**src/rtl/vc_writeback_buffer.sv**
```systemverilog
// vc_writeback_buffer
// -------------------
// Write-back buffer that sits directly downstream of the victim cache datapath.
// The victim cache evicts dirty lines into this buffer. The buffer holds them in
// FIFO order and writes them to physical memory one line at a time. While a line
// waits here, a lookup on its address hits it, so a miss never reads stale memory.
//
// Ports
//   i_clk             clock; all state updates on the rising edge
//   i_reset           synchronous, active-high reset
//   i_evict_valid     victim cache presents a dirty line
//   i_evict_address   line address of the evicted line
//   i_evict_data      evicted line data
//   o_evict_ready     line accepted this cycle when i_evict_valid & o_evict_ready
//   i_lookup_address  line address probed by the miss path
//   o_lookup_hit      combinational: a valid entry matches i_lookup_address
//   o_lookup_data     data of the newest matching entry; 0 when there is no hit
//   o_pmem_write      memory write request, held until i_pmem_resp
//   o_pmem_address    {head line address, 4'b0}
//   o_pmem_wdata      head entry data
//   i_pmem_resp       memory finished the write (single-cycle pulse)
//   o_empty           no valid entries
//   o_full            count == DEPTH
//   o_count           number of valid entries
module vc_writeback_buffer #(
  parameter int unsigned DEPTH  = 4,
  parameter int unsigned ADDR_W = 12,
  parameter int unsigned DATA_W = 128
) (
  input  logic                     i_clk,
  input  logic                     i_reset,
  input  logic                     i_evict_valid,
  input  logic [ADDR_W-1:0]        i_evict_address,
  input  logic [DATA_W-1:0]        i_evict_data,
  output logic                     o_evict_ready,
  input  logic [ADDR_W-1:0]        i_lookup_address,
  output logic                     o_lookup_hit,
  output logic [DATA_W-1:0]        o_lookup_data,
  output logic                     o_pmem_write,
  output logic [ADDR_W+3:0]        o_pmem_address,
  output logic [DATA_W-1:0]        o_pmem_wdata,
  input  logic                     i_pmem_resp,
  output logic                     o_empty,
  output logic                     o_full,
  output logic [$clog2(DEPTH):0]   o_count
);

  localparam int unsigned PTR_W = $clog2(DEPTH);
  localparam int unsigned CNT_W = PTR_W + 1;

  typedef enum logic [0:0] {
    StIdle,
    StWrite
  } state_e;

  // ---------------------------------------------------------------------------
  // State
  // ---------------------------------------------------------------------------
  state_e              r_state;
  logic                r_pmem_write;

  logic [DEPTH-1:0]    r_valid;
  logic [ADDR_W-1:0]   r_addr [DEPTH];
  logic [DATA_W-1:0]   r_data [DEPTH];
  logic [PTR_W-1:0]    r_head;
  logic [PTR_W-1:0]    r_tail;
  logic [CNT_W-1:0]    r_count;

  // ---------------------------------------------------------------------------
  // Combinational search
  // ---------------------------------------------------------------------------
  logic                w_inflight;
  logic                w_coal_match;
  logic [PTR_W-1:0]    w_coal_idx;
  logic                w_look_hit;
  logic [PTR_W-1:0]    w_look_idx;
  logic [PTR_W-1:0]    w_scan_idx;

  logic                w_accept;
  logic                w_alloc;
  logic                w_coalesce;
  logic                w_pop;

  assign w_inflight = (r_state == StWrite);

  // Walk the entries from oldest (head) to newest. A later match overrides an
  // earlier one, so each result ends up on the newest matching entry. The
  // in-flight head is excluded from coalescing. Its data is already on the bus,
  // so a rewrite of the same line gets a fresh entry behind it.
  always_comb begin
    w_coal_match = 1'b0;
    w_coal_idx   = '0;
    w_look_hit   = 1'b0;
    w_look_idx   = '0;
    w_scan_idx   = '0;
    for (int k = 0; k < DEPTH; k++) begin
      w_scan_idx = r_head + PTR_W'(k);
      if (r_valid[w_scan_idx] && (r_addr[w_scan_idx] == i_evict_address) &&
          !(w_inflight && (w_scan_idx == r_head))) begin
        w_coal_match = 1'b1;
        w_coal_idx   = w_scan_idx;
      end
      if (r_valid[w_scan_idx] && (r_addr[w_scan_idx] == i_lookup_address)) begin
        w_look_hit = 1'b1;
        w_look_idx = w_scan_idx;
      end
    end
  end

  // ---------------------------------------------------------------------------
  // Status and handshake
  // ---------------------------------------------------------------------------
  assign o_count = r_count;
  assign o_empty = (r_count == '0);
  assign o_full  = (r_count == CNT_W'(DEPTH));

  // A coalescing eviction needs no new slot, so it is accepted even when full.
  assign o_evict_ready = !o_full || w_coal_match;

  assign w_accept   = i_evict_valid && o_evict_ready;
  assign w_alloc    = w_accept && !w_coal_match;
  assign w_coalesce = w_accept && w_coal_match;
  assign w_pop      = w_inflight && i_pmem_resp;

  assign o_lookup_hit  = w_look_hit;
  assign o_lookup_data = w_look_hit ? r_data[w_look_idx] : '0;

  assign o_pmem_write   = r_pmem_write;
  assign o_pmem_address = {r_addr[r_head], 4'b0000};
  assign o_pmem_wdata   = r_data[r_head];

  // ---------------------------------------------------------------------------
  // Entry storage, pointers and occupancy
  // ---------------------------------------------------------------------------
  // A pop and an allocation never target the same slot. An allocation needs
  // count < DEPTH, so tail points at a free slot. A pop needs count >= 1, so
  // head points at an occupied slot.
  always_ff @(posedge i_clk) begin
    if (i_reset) begin
      r_valid <= '0;
      r_head  <= '0;
      r_tail  <= '0;
      r_count <= '0;
      for (int i = 0; i < DEPTH; i++) begin
        r_addr[i] <= '0;
        r_data[i] <= '0;
      end
    end else begin
      if (w_pop) begin
        r_valid[r_head] <= 1'b0;
        r_head          <= r_head + PTR_W'(1);
      end
      if (w_alloc) begin
        r_valid[r_tail] <= 1'b1;
        r_addr[r_tail]  <= i_evict_address;
        r_data[r_tail]  <= i_evict_data;
        r_tail          <= r_tail + PTR_W'(1);
      end
      if (w_coalesce) begin
        r_data[w_coal_idx] <= i_evict_data;
      end
      unique case ({w_alloc, w_pop})
        2'b10:   r_count <= r_count + CNT_W'(1);
        2'b01:   r_count <= r_count - CNT_W'(1);
        default: r_count <= r_count;
      endcase
    end
  end

  // ---------------------------------------------------------------------------
  // Drain FSM
  // ---------------------------------------------------------------------------
  // The FSM passes through IDLE for one cycle after every response. This is the
  // bubble between consecutive memory writes. A response that arrives in IDLE
  // has no effect.
  always_ff @(posedge i_clk) begin
    if (i_reset) begin
      r_state      <= StIdle;
      r_pmem_write <= 1'b0;
    end else begin
      unique case (r_state)
        StIdle: begin
          if (!o_empty) begin
            r_state      <= StWrite;
            r_pmem_write <= 1'b1;
          end
        end
        StWrite: begin
          if (i_pmem_resp) begin
            r_state      <= StIdle;
            r_pmem_write <= 1'b0;
          end
        end
      endcase
    end
  end

endmodule
```
**config.mk**
```make
export PLATFORM = sky130hd
export DESIGN_NAME = vc_writeback_buffer
export DESIGN_NICKNAME = d
export VERILOG_FILES = /design/src/rtl/vc_writeback_buffer.sv
export SDC_FILE = /design/constraint.sdc
export NUM_CORES = 1
export LEC_CHECK = 0
export ABC_AREA = 1
export ABC_CLOCK_PERIOD_IN_PS = 7900
export BUFFER_PORTS_ARGS = -buffer_cell sky130_fd_sc_hd__buf_2
export CAP_MARGIN = 10
export CORE_MARGIN = 2
export CORE_UTILIZATION = 30
export CTS_BUF_LIST = sky130_fd_sc_hd__clkbuf_8
export DETAILED_ROUTE_END_ITERATION = 10
export SLEW_MARGIN = 20
export SYNTH_ARGS = -nofsm -noshare
export SYNTH_HDL_FRONTEND = slang
export SYNTH_SLANG_ARGS = --single-unit
```
**constraint.sdc**
```tcl
create_clock -name i_clk -period 7.9 [get_ports i_clk]
set_input_delay 0.79 -clock i_clk [delete_from_list [all_inputs] [get_ports i_clk]]
set_output_delay 0.79 -clock i_clk [all_outputs]
set_load 0.02 [all_outputs]
```
==> key figures <==
Status
  • Status: finished, final reports clean

Timing
  • Slew Limit Fails: 0
  • Final Hold Vio Count: 0
  • Fmax: 133 MHz
  • Slew margin rel.: 24.9%
  • Clk_skew: 47.4 ps
  • Worst-Margin Slew: 1130 ps
  • Sum Neg Setup Slack: 0 ps
  • RSZ-0062 raised after global routing: false
  • Hold Slack: 351 ps
  • Crit path time final: 7510 ps
  • Final setup viols: 0
  • Tcrit/Tclk final: 95.1%

Die
  • Die X: 338 um
  • IO Count: 436
  • Site Rows: 122
  • Starting Density: 30.3%
  • Die H: 338 um
  • Die area: 114000 um^2
  • Core ar.: 111000 um^2

Clock tree
  • Sink Count: 575
  • Clock Pin Slew Worst Setup and Hold Paths: 60 ps
  • Root buf cell: clkbuf_8
  • Worst skew pair latency: 770 ps
  • H-Tree Depth: 3
  • CTS tree: yes
  • Num CTS Buffers: 105
  • Post-CTS Setup Bufs: 0
  • Hold Buf Count CTS: 0
  • Post-CTS resize count: 0
  • Max Root-Sink Buffers: 3

Logic synthesis
  • Top cells by area in the synthesized netlist: edfxtp_1, nor2_1, nand2_1
  • Post-synthesis compound-gate area fraction: 6.89%
  • Average size of a mapped cell: 7.57 um^2
  • Yosys warns: 0
  • Area share of the largest cell type after synthesis: 50.2%
  • Synth Area in Simple Gates: 33.2%
  • Post-Synth Adder-Cell Area: 0.396%
  • Seq/Total Area, Yosys: 51.1%
  • Main combinational cell family by area after synthesis: simple AND/OR/NAND/NOR gates
  • Main synth FF type: edfxtp_1
  • Synthesized cell area: 33500 um^2
  • Cell count after synthesis: 4427
  • Post-synthesis xor/xnor area fraction: 0.105%
  • Post-synth EDFFs: 560
  • Post-synthesis cell type count: 34
  • Count leader, synth: nor2_1
  • Top post-synthesis cells by count: nor2_1, nand2_1, edfxtp_1
  • Multiplexer share of the synthesized area: 0%
  • Synth area leader: edfxtp_1
  • Fraction of synthesis flops using an asynchronous set or reset pin: 0%
  • Synth Register Bits: 575

Pwr
  • Tot Pwr: 8.58 mW
  • Pwr dens: 222 nW/um^2
  • Leakage: 17.2 nW
  • VDD IR max: 0.000109 V

Drt
  • Post-DR wirelength/cell: 20.6 um
  • DR vias/cell: 5.07
  • DRT iter0 DRCs: 3125
  • Wl on met1: 51700 um
  • Routed WL: 130000 um
  • Vias after detailed routing: 31900
  • Remaining DRCs: 0
  • Met2 wire length: 62200 um
  • Met3 routed WL: 11000 um
  • ANT nets after route: 0
  • Top layer in use: met5
  • DR pass1 iterations: 7

Cells and area
  • Total Nets Final: 4893
  • Layout area overhead: 15.1%
  • Fillers: 11700
  • Layout cell share with drive strength beyond 1: 13.2%

Setup path
  • Worst-path fanout max: 104
  • CP endpoint kind: output port
  • Critical path class: reg2out
  • Data arrival, critical path: 6720 ps
  • CP startpoint kind: flip-flop
  • CP required: 7110 ps

Global routing
  • Pin count of the biggest net entering global routing: 129
  • Vias in the first global route: 30700
  • Tot GR Track Use: 22.0%
  • Initial antenna violation count: 13
  • Global-route wire length before repair: 192000 um
  • Grt total ovfl: 0

Placement
  • Port bufs: 431
  • RD Place Congestion: 0.973
  • Dpl hpwl: 78400 um

Job
  • Max-cap violations: 0

Worst hold path
  • HP Class: in2reg
final cells by class:
| type | instances | area (um^2) | area share, % |
|---|---|---|---|
| Antenna cell | 9 | 22.5 | 0.0584 |
| Clock buffer | 106 | 1460 | 3.78 |
| Clock inverter | 74 | 417 | 1.08 |
| Inverter | 333 | 1260 | 3.28 |
| Multi-Input combinational cell | 3233 | 13700 | 35.6 |
| Sequential cell | 575 | 17100 | 44.4 |
| Tap cell | 1488 | 1860 | 4.83 |
| Timing Repair Buffer | 479 | 2680 | 6.95 |
critical path: stages, from the launching register on:
cell and delay (ps):
dfxtp_1 970, inv_4 290, ha_1 770, inv_2 420
nand3_1 220, nand2_1 190, a21oi_1 170, nand2_1 60
nor2_1 90, nand2_1 80, nor2_1 180, a21oi_1 140
nand2_4 510, nand2_8 570, buf_12 440, nor2_1 130
nor2_1 60, nor2_1 230, buf_2 230
report_power, final:
part           internal (mW)  total (mW)  switching [mW]
Combinational          0.548        2.13            1.58
Clock                   1.34        2.66            1.32
Sequential              3.63        3.79           0.158
Total                   5.52        8.58            3.06
flip-flops by register name, indices dropped and copies added (netlist names), named ones only:
signal / cells
r_data: 512
r_addr: 48
o_count: 3
o_pmem_write: 1
r_head: 2
r_valid: 4
r_state: 1
r_tail: 2
per-stage QoR:
stage,instance area (um^2),util [%],instances,setup slack (ps)
after CTS,38500,34.8,6288,418
after global placement,36700,33.1,6108,1400
after floorplan,33500,-,4430,1660
final,38600,34.8,6297,389
after detailed placement,36700,33.1,6108,1290
after global routing,38600,34.8,6296,46.8
per-layer routing:
metal	global-route usage, %	vias up
li1	-	15000
met1	27.5	15100
met2	37.2	1551
met3	4.17	271
met4	9.07	8
met5	0	-
final timing paths:
path	from	end	slack, ps	cells after the start
worst max-delay path	r_head[1]	o_lookup_data[20]	390	18
worst min-delay path	i_evict_data[38]	r_data[3][38]	350	3
worst max register to register	r_head[1]	r_data[1][98]	1230	19
worst min register to register	r_valid[3]	r_valid[3]	500	2
cells by family after synthesis:
kind of cell / after synthesis
AO/OA/AOI/OAI: 426
XOR/XNOR: 4
adder cells (fa/ha/maj): 10
buffers and inverters: 622
flip-flops: 575
other: 1
AND/OR/NAND/NOR: 2789
layout by cell type (no fill, tap or decap), types with 16 or more instances in the layout:
cell type	netlist	routed
o22ai_1	128	128
a21oi_1	16	16
clkinv_1	1	25
nor2_1	1160	1158
buf_2	135	431
edfxtp_1	560	560
nand3_1	467	467
nand2_1	1138	1131
inv_1	325	357
clkbuf_8	0	106
buf_4	12	35
o21ai_0	275	275
Power figures use the tool's default switching activity.
